--- config.mk ---
export PLATFORM = sky130hd
export DESIGN_NAME = layer_wr_ctrl
export DESIGN_NICKNAME = d
export VERILOG_FILES = /design/src/rtl/layer_wr_ctrl.sv
export SDC_FILE = /design/constraint.sdc
export NUM_CORES = 1
export LEC_CHECK = 0
export BUFFER_PORTS_ARGS = -buffer_cell sky130_fd_sc_hd__buf_4
export CAP_MARGIN = 20
export CORE_MARGIN = 2
export CORE_UTILIZATION = 43
export CTS_CLUSTER_DIAMETER = 100
export CTS_CLUSTER_SIZE = 24
export DETAILED_ROUTE_END_ITERATION = 8
export MAX_ROUTING_LAYER = met4
export SYNTH_ARGS = -nofsm -noshare
export SYNTH_HDL_FRONTEND = slang
export SYNTH_SLANG_ARGS = --single-unit
--- constraint.sdc ---
create_clock -name clk_in -period 2.8 [get_ports clk_in]
set_input_delay 0.42 -clock clk_in [delete_from_list [all_inputs] [get_ports clk_in]]
set_output_delay 0.42 -clock clk_in [all_outputs]
set_load 0.05 [all_outputs]
--- src/rtl/layer_wr_ctrl.sv ---
// Byte-stream write controller: decodes command/data bytes into one-hot RAM writes
// for the colour layers and the config bank, with cascaded pixel/channel/layer counters.
module layer_wr_ctrl #(
    parameter int N_LAYERS = 8,
    parameter int N_PIXELS = 64,
    parameter int BPP      = 3,
    localparam int AW      = $clog2(N_PIXELS)
) (
    input  logic              clk_in,
    input  logic              rst_n_in,
    input  logic              dc_in,
    input  logic              byte_rdy_in,
    input  logic [7:0]        byte_data_in,
    output logic [N_LAYERS:0] wr_en_out,
    output logic [AW-1:0]     wr_addr_out,
    output logic [3:0]        wr_byte_en_out,
    output logic [7:0]        wr_data_out,
    output logic              wr_done_out
);

    localparam logic [2:0] S_IDLE  = 3'd0;
    localparam logic [2:0] S_CONF  = 3'd1;
    localparam logic [2:0] S_ADDR  = 3'd2;
    localparam logic [2:0] S_DATA  = 3'd3;
    localparam logic [2:0] S_LSEL  = 3'd4;
    localparam logic [2:0] S_LDATA = 3'd5;

    localparam logic [N_LAYERS:0] WE_ONE   = {{N_LAYERS{1'b0}}, 1'b1};
    localparam logic [N_LAYERS:0] WE_CFG   = {1'b1, {N_LAYERS{1'b0}}};
    localparam logic [AW:0]       CNT_ONE  = (AW+1)'(1);
    localparam logic [AW:0]       CNT_CONF = (AW+1)'(4);
    localparam logic [AW:0]       CNT_PIX  = (AW+1)'(N_PIXELS);
    localparam logic [AW-1:0]     PIX_ONE  = AW'(1);
    localparam logic [AW-1:0]     PIX_LAST = AW'(N_PIXELS - 1);
    localparam logic [1:0]        CH_LAST  = 2'(BPP - 1);
    localparam logic [3:0]        LAY_LAST = 4'(N_LAYERS - 1);
    localparam logic [7:0]        NL_BYTE  = 8'(N_LAYERS);

    logic [2:0]          state_r, state_s;
    logic [AW:0]         cnt_r, cnt_s;
    logic [1:0]          chan_r, chan_s;
    logic [AW-1:0]       pix_r, pix_s;
    logic [3:0]          lay_r, lay_s;
    logic                fin_r, fin_s;
    logic                done_pend_r;
    logic                done_set_s;
    logic [N_LAYERS:0]   wr_en_s;
    logic [AW-1:0]       addr_s;
    logic [3:0]          be_s;
    logic [7:0]          data_s;

    // Next-state, counter and write-port decode for the byte accepted this cycle
    always_comb begin
        state_s    = state_r;
        cnt_s      = cnt_r;
        chan_s     = chan_r;
        pix_s      = pix_r;
        lay_s      = lay_r;
        fin_s      = fin_r;
        wr_en_s    = '0;
        be_s       = 4'b0000;
        addr_s     = wr_addr_out;
        data_s     = wr_data_out;
        done_set_s = 1'b0;
        if (byte_rdy_in) begin
            if (!dc_in) begin
                cnt_s  = '0;
                chan_s = 2'b00;
                pix_s  = '0;
                lay_s  = 4'h0;
                fin_s  = 1'b0;
                case (byte_data_in)
                    8'h2a:   state_s = S_CONF;
                    8'h2b:   state_s = S_ADDR;
                    8'h2c:   state_s = S_DATA;
                    8'h2d:   state_s = S_LSEL;
                    default: state_s = S_IDLE;
                endcase
            end else begin
                case (state_r)
                    S_CONF: begin
                        if (cnt_r < CNT_CONF) begin
                            wr_en_s = WE_CFG;
                            addr_s  = '0;
                            be_s    = 4'b0001 << cnt_r[1:0];
                            data_s  = byte_data_in;
                            cnt_s   = cnt_r + CNT_ONE;
                        end else begin
                            cnt_s = cnt_r;
                        end
                    end
                    S_ADDR: begin
                        if (cnt_r < CNT_PIX) begin
                            wr_en_s = WE_CFG;
                            addr_s  = {2'b00, cnt_r[AW-1:2]} + PIX_ONE;
                            be_s    = 4'b0001 << cnt_r[1:0];
                            data_s  = byte_data_in;
                            cnt_s   = cnt_r + CNT_ONE;
                        end else begin
                            cnt_s = cnt_r;
                        end
                    end
                    S_DATA, S_LDATA: begin
                        if (!fin_r) begin
                            wr_en_s = WE_ONE << lay_r;
                            addr_s  = pix_r;
                            be_s    = 4'b0001 << chan_r;
                            data_s  = byte_data_in;
                            // Channel rolls into pixel, pixel into layer; the final byte
                            // freezes everything at the terminal count.
                            if (chan_r == CH_LAST) begin
                                if (pix_r == PIX_LAST) begin
                                    if ((state_r == S_LDATA) || (lay_r == LAY_LAST)) begin
                                        fin_s      = 1'b1;
                                        done_set_s = 1'b1;
                                    end else begin
                                        chan_s = 2'b00;
                                        pix_s  = '0;
                                        lay_s  = lay_r + 4'h1;
                                    end
                                end else begin
                                    chan_s = 2'b00;
                                    pix_s  = pix_r + PIX_ONE;
                                end
                            end else begin
                                chan_s = chan_r + 2'b01;
                            end
                        end else begin
                            fin_s = fin_r;
                        end
                    end
                    S_LSEL: begin
                        if (byte_data_in < NL_BYTE) begin
                            lay_s   = byte_data_in[3:0];
                            state_s = S_LDATA;
                        end else begin
                            state_s = S_IDLE;
                        end
                    end
                    default: state_s = state_r;
                endcase
            end
        end else begin
            state_s = state_r;
        end
    end

    // State, counters and registered write port; done is delayed one cycle past the last write
    always_ff @(posedge clk_in or negedge rst_n_in) begin
        if (!rst_n_in) begin
            state_r        <= S_IDLE;
            cnt_r          <= '0;
            chan_r         <= 2'b00;
            pix_r          <= '0;
            lay_r          <= 4'h0;
            fin_r          <= 1'b0;
            done_pend_r    <= 1'b0;
            wr_en_out      <= '0;
            wr_addr_out    <= '0;
            wr_byte_en_out <= 4'b0000;
            wr_data_out    <= 8'h00;
            wr_done_out    <= 1'b0;
        end else begin
            state_r        <= state_s;
            cnt_r          <= cnt_s;
            chan_r         <= chan_s;
            pix_r          <= pix_s;
            lay_r          <= lay_s;
            fin_r          <= fin_s;
            done_pend_r    <= done_set_s;
            wr_en_out      <= wr_en_s;
            wr_addr_out    <= addr_s;
            wr_byte_en_out <= be_s;
            wr_data_out    <= data_s;
            wr_done_out    <= done_pend_r;
        end
    end

endmodule

**After elaboration in Yosys (flattened, before gate mapping)**

Index checks and enable logic that the tools add are counted.
Widths: inputs -> output; s select.

- Register bits after elaboration: 52
- Bits of input ports: 12
- Output and inout port bits: 28
- Word-level logic and storage cells: 120

- $add $sub $neg: 5
- $lt $le $gt $ge: 3
- Equal/unequal tests: 30
- Shift-type cells: 3
- Mux-type cells: 57
- Reductions and logical operators: 10

Operators by type and width:

| cell | count |
|---|---|
| $mux 6 | 9 |
| $mux 9 | 5 |
| $mux 4 | 11 |
| $eq 8x6->1 const B | 4 |
| $pmux 9 s3 | 1 |
| $mux 8 | 3 |
| $ne 3x3->1 const B | 8 |
| $pmux 8 s3 | 1 |
| $mux 7 | 3 |
| $pmux 6 s3 | 1 |
| $pmux 7 s2 | 1 |
| $mux 2 | 6 |
| $pmux 3 s4 | 1 |
| $pmux 4 s3 | 1 |
| $mux 1 | 10 |
| $mux 3 | 3 |
| $shl 1x4->9 const A | 1 |
| $lt 8x4->1 const B | 1 |
| $ne 2x2->1 const B | 4 |
| $pmux 4 s2 | 1 |
| $reduce_and 4->1 | 2 |
| $shl 1x2->4 const A | 2 |
| $add 7x1->7 const B | 1 |
| $lt 7x3->1 const B | 1 |
| 21 further kinds | 27 |

**Logic depth before layout (Yosys ltp)**

- Depth in word-level cells: 9
- Mapped depth: 8
- Mapped depth without buffers: 6

**Worst setup path before layout**

No wires, ideal clock.

- Path kind: flip-flop to flip-flop
- From: register state_r[1]
- To: register lay_r[3]
- Setup time: 128 ps
- Data arrival time: 1826 ps
- Data required time: 2672 ps
- Path slack: 846 ps
- Stages on the path, launching flop included: 7
- Buffers on the path: 1
- Period minus slack after synthesis: 1954 ps
- Cells stage by stage: dfrtp_1 or3b_1 buf_2 o41ai_4 o21ai_2 a31oi_4 mux2_1

- Longest elaborated chain between the ends: 4
- Elaborated cells between the ends (all ways): 14
- Classes of those cells: eq/ne: 9; mux: 2; reduce/logical: 3

Ends and longest elaborated chain:

| what | RTL line | text |
|---|---|---|
| from (decl) | 39 | `logic [2:0] state_r, state_s;` |
| from (signal assigned) | 164 | `state_r <= state_s;` |
| $eq 3x3->1 / $eq 3x2->1 (equally long branches) | 80, 113 |  |
| $reduce_or 2->1 / $logic_or 1x1->1 (equally long branches) | 80, 113 |  |
| $ne 3x1->1 (no line) (tied with other cells) | -- |  |
| $reduce_and 7->1 (no line) / $mux 4 (equally long branches) | -- |  |
| to (signal assigned) | 168 | `lay_r <= lay_s;` |
| to (decl) | 43 | `logic [3:0] lay_r, lay_s;` |

Parallel ways exist; a longest one is shown, timed or not.
A chain may end at the register's enable or synchronous reset.

**Final worst setup path**

- From: register state_r[2]
- To: register wr_data_out[4]

- Longest elaborated chain between the ends: 4
- Elaborated cells between the ends (all ways): 11
- Classes of those cells: eq/ne: 7; mux: 1; reduce/logical: 3

Ends and longest elaborated chain:

| what | RTL line | text |
|---|---|---|
| $eq 3x3->1 / $eq 3x2->1 (equally long branches) | 80 | `case (state_r)` |
| $reduce_or 2->1 | 80 |  |
| $ne 2x2->1 (no line) / $reduce_bool 3->1 (equally long branches) | -- |  |
| $reduce_and 6->1 (no line) | -- |  |
| to (signal assigned) | 174 | `wr_data_out <= data_s;` |
| to (decl) | 17 | `output logic [7:0] wr_data_out,` |

Parallel ways exist; a longest one is shown, timed or not.

==> flow_metrics.env <==
export IMPL_syn_area_um2=2784
export IMPL_min_period_over_period=0.8303
export IMPL_avgSynthCellArea_um2=9.803
export IMPL_worst_ep_arrival_time_ns=2.52
export IMPL_leakagePower_nw=1.492
export IMPL_status="finished clean"
export IMPL_hold_violations=0
export IMPL_gp_congestion=0.8066
export IMPL_grt_usage=0.1904
export IMPL_post_place_ws_ns=0.4505
export IMPL_h_tree_depth=2
export IMPL_yosysMostFrequentCell="dfrtp_1"
export IMPL_yosysTopAreaCell="dfrtp_1"
export IMPL_syn_nets=308
export IMPL_drt_iter0_drc=189
export IMPL_path_buf_inv=1
export IMPL_viasPerCell=5.572
export IMPL_postRouteWirelength_um=6189
export IMPL_max_slew_margin=0.4121
export IMPL_synth_cell_types=50
export IMPL_fillCellCount=616
export IMPL_grt_pass1_wl_um=10560
export IMPL_drive_above_1_share=0.1719
export IMPL_crit_family="compound AO/OA/AOI/OAI gates"
export IMPL_ys_seq_area_frac=0.4674
export IMPL_grt_pass1_vias=2084
export IMPL_period_minus_slack_ns=2.325
export IMPL_ir_drop_mv=0.4558
export IMPL_fin_ws_ns=0.4752
export IMPL_port_buffers=39
export IMPL_synth_flop_cell="dfrtp_1"
export IMPL_clockPowerShare=0.236
export IMPL_slowest_stage="a21oi_1"
export IMPL_synth_edf_count=0
export IMPL_setup_worst_path_start_class="flop"
export IMPL_syn2layout_area_growth_pct=16.09
export IMPL_root_buffer="clkbuf_8"
export IMPL_dieArea_um2=7133
export IMPL_coreArea_um2=6314
export IMPL_clock_sinks=52
export IMPL_cts_hold_buf=0
export IMPL_die_w_um=84.46
export IMPL_rsz0062_at_grt="false"
export IMPL_yosys_area_top_type_share=0.4674
export IMPL_power_internal_mw=1.169
export IMPL_post_cts_resized=0
export IMPL_power_frac_comb=0.278
export IMPL_syn_inst=284
export IMPL_fmax_mhz=430.1
export IMPL_drc=0
export IMPL_cp_end_kind="flop"
export IMPL_cp_cell_sequence="a21oi_1 > o211a_1 > a21oi_1 > buf_4 > mux2_1"
export IMPL_synth_xor_area_share=0.02202
export IMPL_swShare=0.3627
export IMPL_crit_top_cell="a21oi_1"
export IMPL_pin_count=40
export IMPL_hold_class="primary input to asynchronous set/reset pin"
export IMPL_synth_area_top_cells="dfrtp_1, ha_1, mux2_1, nand2_1, nor2_1"
export IMPL_overflow=0
export IMPL_grt_max_degree=53
export IMPL_cp_slowest_stage_delay_ns=0.68
export IMPL_final_setup_tns_ns=0
export IMPL_yosys_area_share_adder=0.05393
export IMPL_place_hpwl_um=4398
export IMPL_synth_compound_area_share=0.1546
export IMPL_power_density_nw_per_um2=567.7
export IMPL_dp_cells=389
export IMPL_cts_buffer_depth=2
export IMPL_first_pass_iters=4
export IMPL_ant_nets=0
export IMPL_pwr_share_seq=0.486
export IMPL_synthMuxAreaShare=0.05843
export IMPL_post_cts_setup_buffers=0
export IMPL_cts_tree="done"
export IMPL_nets=343
export IMPL_start_util=0.4409
export IMPL_wire_per_inst_um=15.59
export IMPL_clock_skew_ns=0.006961
export IMPL_worst_slew_pin_slew_ns=0.8818
export IMPL_final_util=0.5119
export IMPL_fin_cells=397
export IMPL_ys_async_sr_fraction=1.000
export IMPL_cap_violations=0
export IMPL_crit_fanout=13
export IMPL_cts_clk_slew_worst_paths_ns=0.09
export IMPL_yosys_top_cells_count="dfrtp_1, nand2_1, nor2_1, a21oi_1, nand3_1"
export IMPL_clock_latency_ns=0.31
export IMPL_via_count=2212
export IMPL_critPathKind="flop to flop"
export IMPL_synth_simple_area_share=0.2063
export IMPL_cts_buffers_inserted=5
export IMPL_required_ns=3.00
export IMPL_diodes=0
export IMPL_die_y_um=84.46
export IMPL_totalPowerFinal_mw=1.835
export IMPL_ys_seq_elements=52
export IMPL_synth_top_family_by_area="simple AND/OR/NAND/NOR gates"
export IMPL_setup_viol=0
export IMPL_drv_slew=0
export IMPL_row_count=29
export IMPL_power_switching_mw=0.6655
export IMPL_synth_warnings=0
export IMPL_antenna_found_initial=0
==> cell usage in the layout, fill, tap and decap left out, types with 2 or more instances in the layout <==
cell | Yosys | routed
nor4_1 | 3 | 3
a21o_1 | 2 | 2
nor4b_1 | 3 | 3
a41oi_1 | 2 | 2
a32o_1 | 2 | 2
buf_4 | 0 | 44
a31oi_1 | 3 | 3
nor2b_1 | 5 | 5
nor3b_1 | 2 | 2
a21oi_1 | 13 | 13
o21ai_0 | 3 | 3
o22ai_1 | 2 | 2
nand3b_1 | 2 | 2
o311ai_1 | 2 | 2
xnor2_1 | 3 | 3
ha_1 | 12 | 12
clkbuf_8 | 0 | 5
o21ai_1 | 12 | 12
xor2_1 | 4 | 4
nand2_1 | 30 | 30
or3_1 | 2 | 2
inv_1 | 10 | 10
nand2b_1 | 3 | 3
dfrtp_1 | 52 | 52
mux2_1 | 10 | 10
a22oi_1 | 7 | 7
nor2_1 | 19 | 19
mux2i_1 | 5 | 5
nor3_1 | 8 | 8
nand3_1 | 13 | 13
nand4_1 | 3 | 3
and3_1 | 5 | 5
and2_1 | 9 | 9
clkinv_2 | 0 | 2
==> routing by layer <==
| metal | vias to the layer above | share of wire | global-route usage |
|---|---|---|---|
| met1 | 1073 | 0.47 | 0.2733 |
| met5 | - | 0 | - |
| met2 | 47 | 0.47 | 0.2771 |
| met4 | 0 | 0.012 | 0.05195 |
| li1 | 1085 | - | - |
| met3 | 7 | 0.047 | 0.03736 |
==> worst reg2reg max path: stages (launching register included) <==
cell and delay (ns):
dfrtp_1 0.55, a21oi_1 0.12, o211a_1 0.21, a21oi_1 0.68, buf_4 0.31, mux2_1 0.34
==> logic make-up (layout without fill, tap and decap cells) <==
| group | after synthesis | after routing |
|---|---|---|
| muxes | 15 | 15 |
| DFF | 52 | 52 |
| buffers and inverters | 26 | 62 |
| adders and majority gates | 12 | 12 |
| AOI/OAI and AO/OA | 60 | 60 |
| xor gates and xnor gates | 7 | 7 |
| and+or+nand+nor | 112 | 112 |
==> power groups by stage <==
stage | combinational [mW] | clock (mW) | sequential [mW]
final | 0.510 | 0.433 | 0.892
after global routing | 0.547 | 0.481 | 0.906
after CTS | 0.515 | 0.449 | 0.893
after detailed placement | 0.514 | 0 | 0.906
after global placement | 0.506 | 0 | 0.907
after floorplan | 0.165 | 0 | 1.08
==> path summary, 6_finish.rpt <==
check                                 from        endpoint  slack [ns]  cells after the start
max                             state_r[2]  wr_data_out[4]        0.48                      5
min                               rst_n_in    wr_en_out[5]        0.13                      1
max reg2reg                     state_r[2]  wr_data_out[4]        0.48                      5
min reg2reg                    done_pend_r     wr_done_out        0.36                      0
max in group asynchronous         rst_n_in  wr_data_out[6]        2.24                      1
min in group clk_in        byte_data_in[6]  wr_data_out[6]        0.33                      2
==> per-stage QoR <==
step / hold WS, ns / cell area (um2)
floorplan: 0.1244 / 2784
global placement: 0.3332 / 3144
detailed placement: 0.3498 / 3144
CTS: 0.1589 / 3232
global route: 0.1731 / 3232
finish: 0.1307 / 3232
==> area by class of cell <==
| type | instances | area, um2 | share of cell area |
|---|---|---|---|
| timing repair buffer | 44 | 330.3 | 0.1022 |
| tap | 77 | 96.34 | 0.02981 |
| clock buffer | 5 | 68.82 | 0.02129 |
| multi-input combinational | 206 | 1379 | 0.4266 |
| clock inverter | 3 | 18.77 | 0.005807 |
| sequential | 52 | 1301 | 0.4026 |
| inverter | 10 | 37.54 | 0.01161 |
==> registers in the layout, indices dropped and copies added (netlist names) <==
register and cells:
wr_en_out 9, wr_addr_out 6, wr_byte_en_out 4, pix_r 6, cnt_r 7, lay_r 4, wr_done_out 1, chan_r 2
fin_r 1, wr_data_out 8, state_r 3, done_pend_r 1
(Power assumes the default switching activity.)
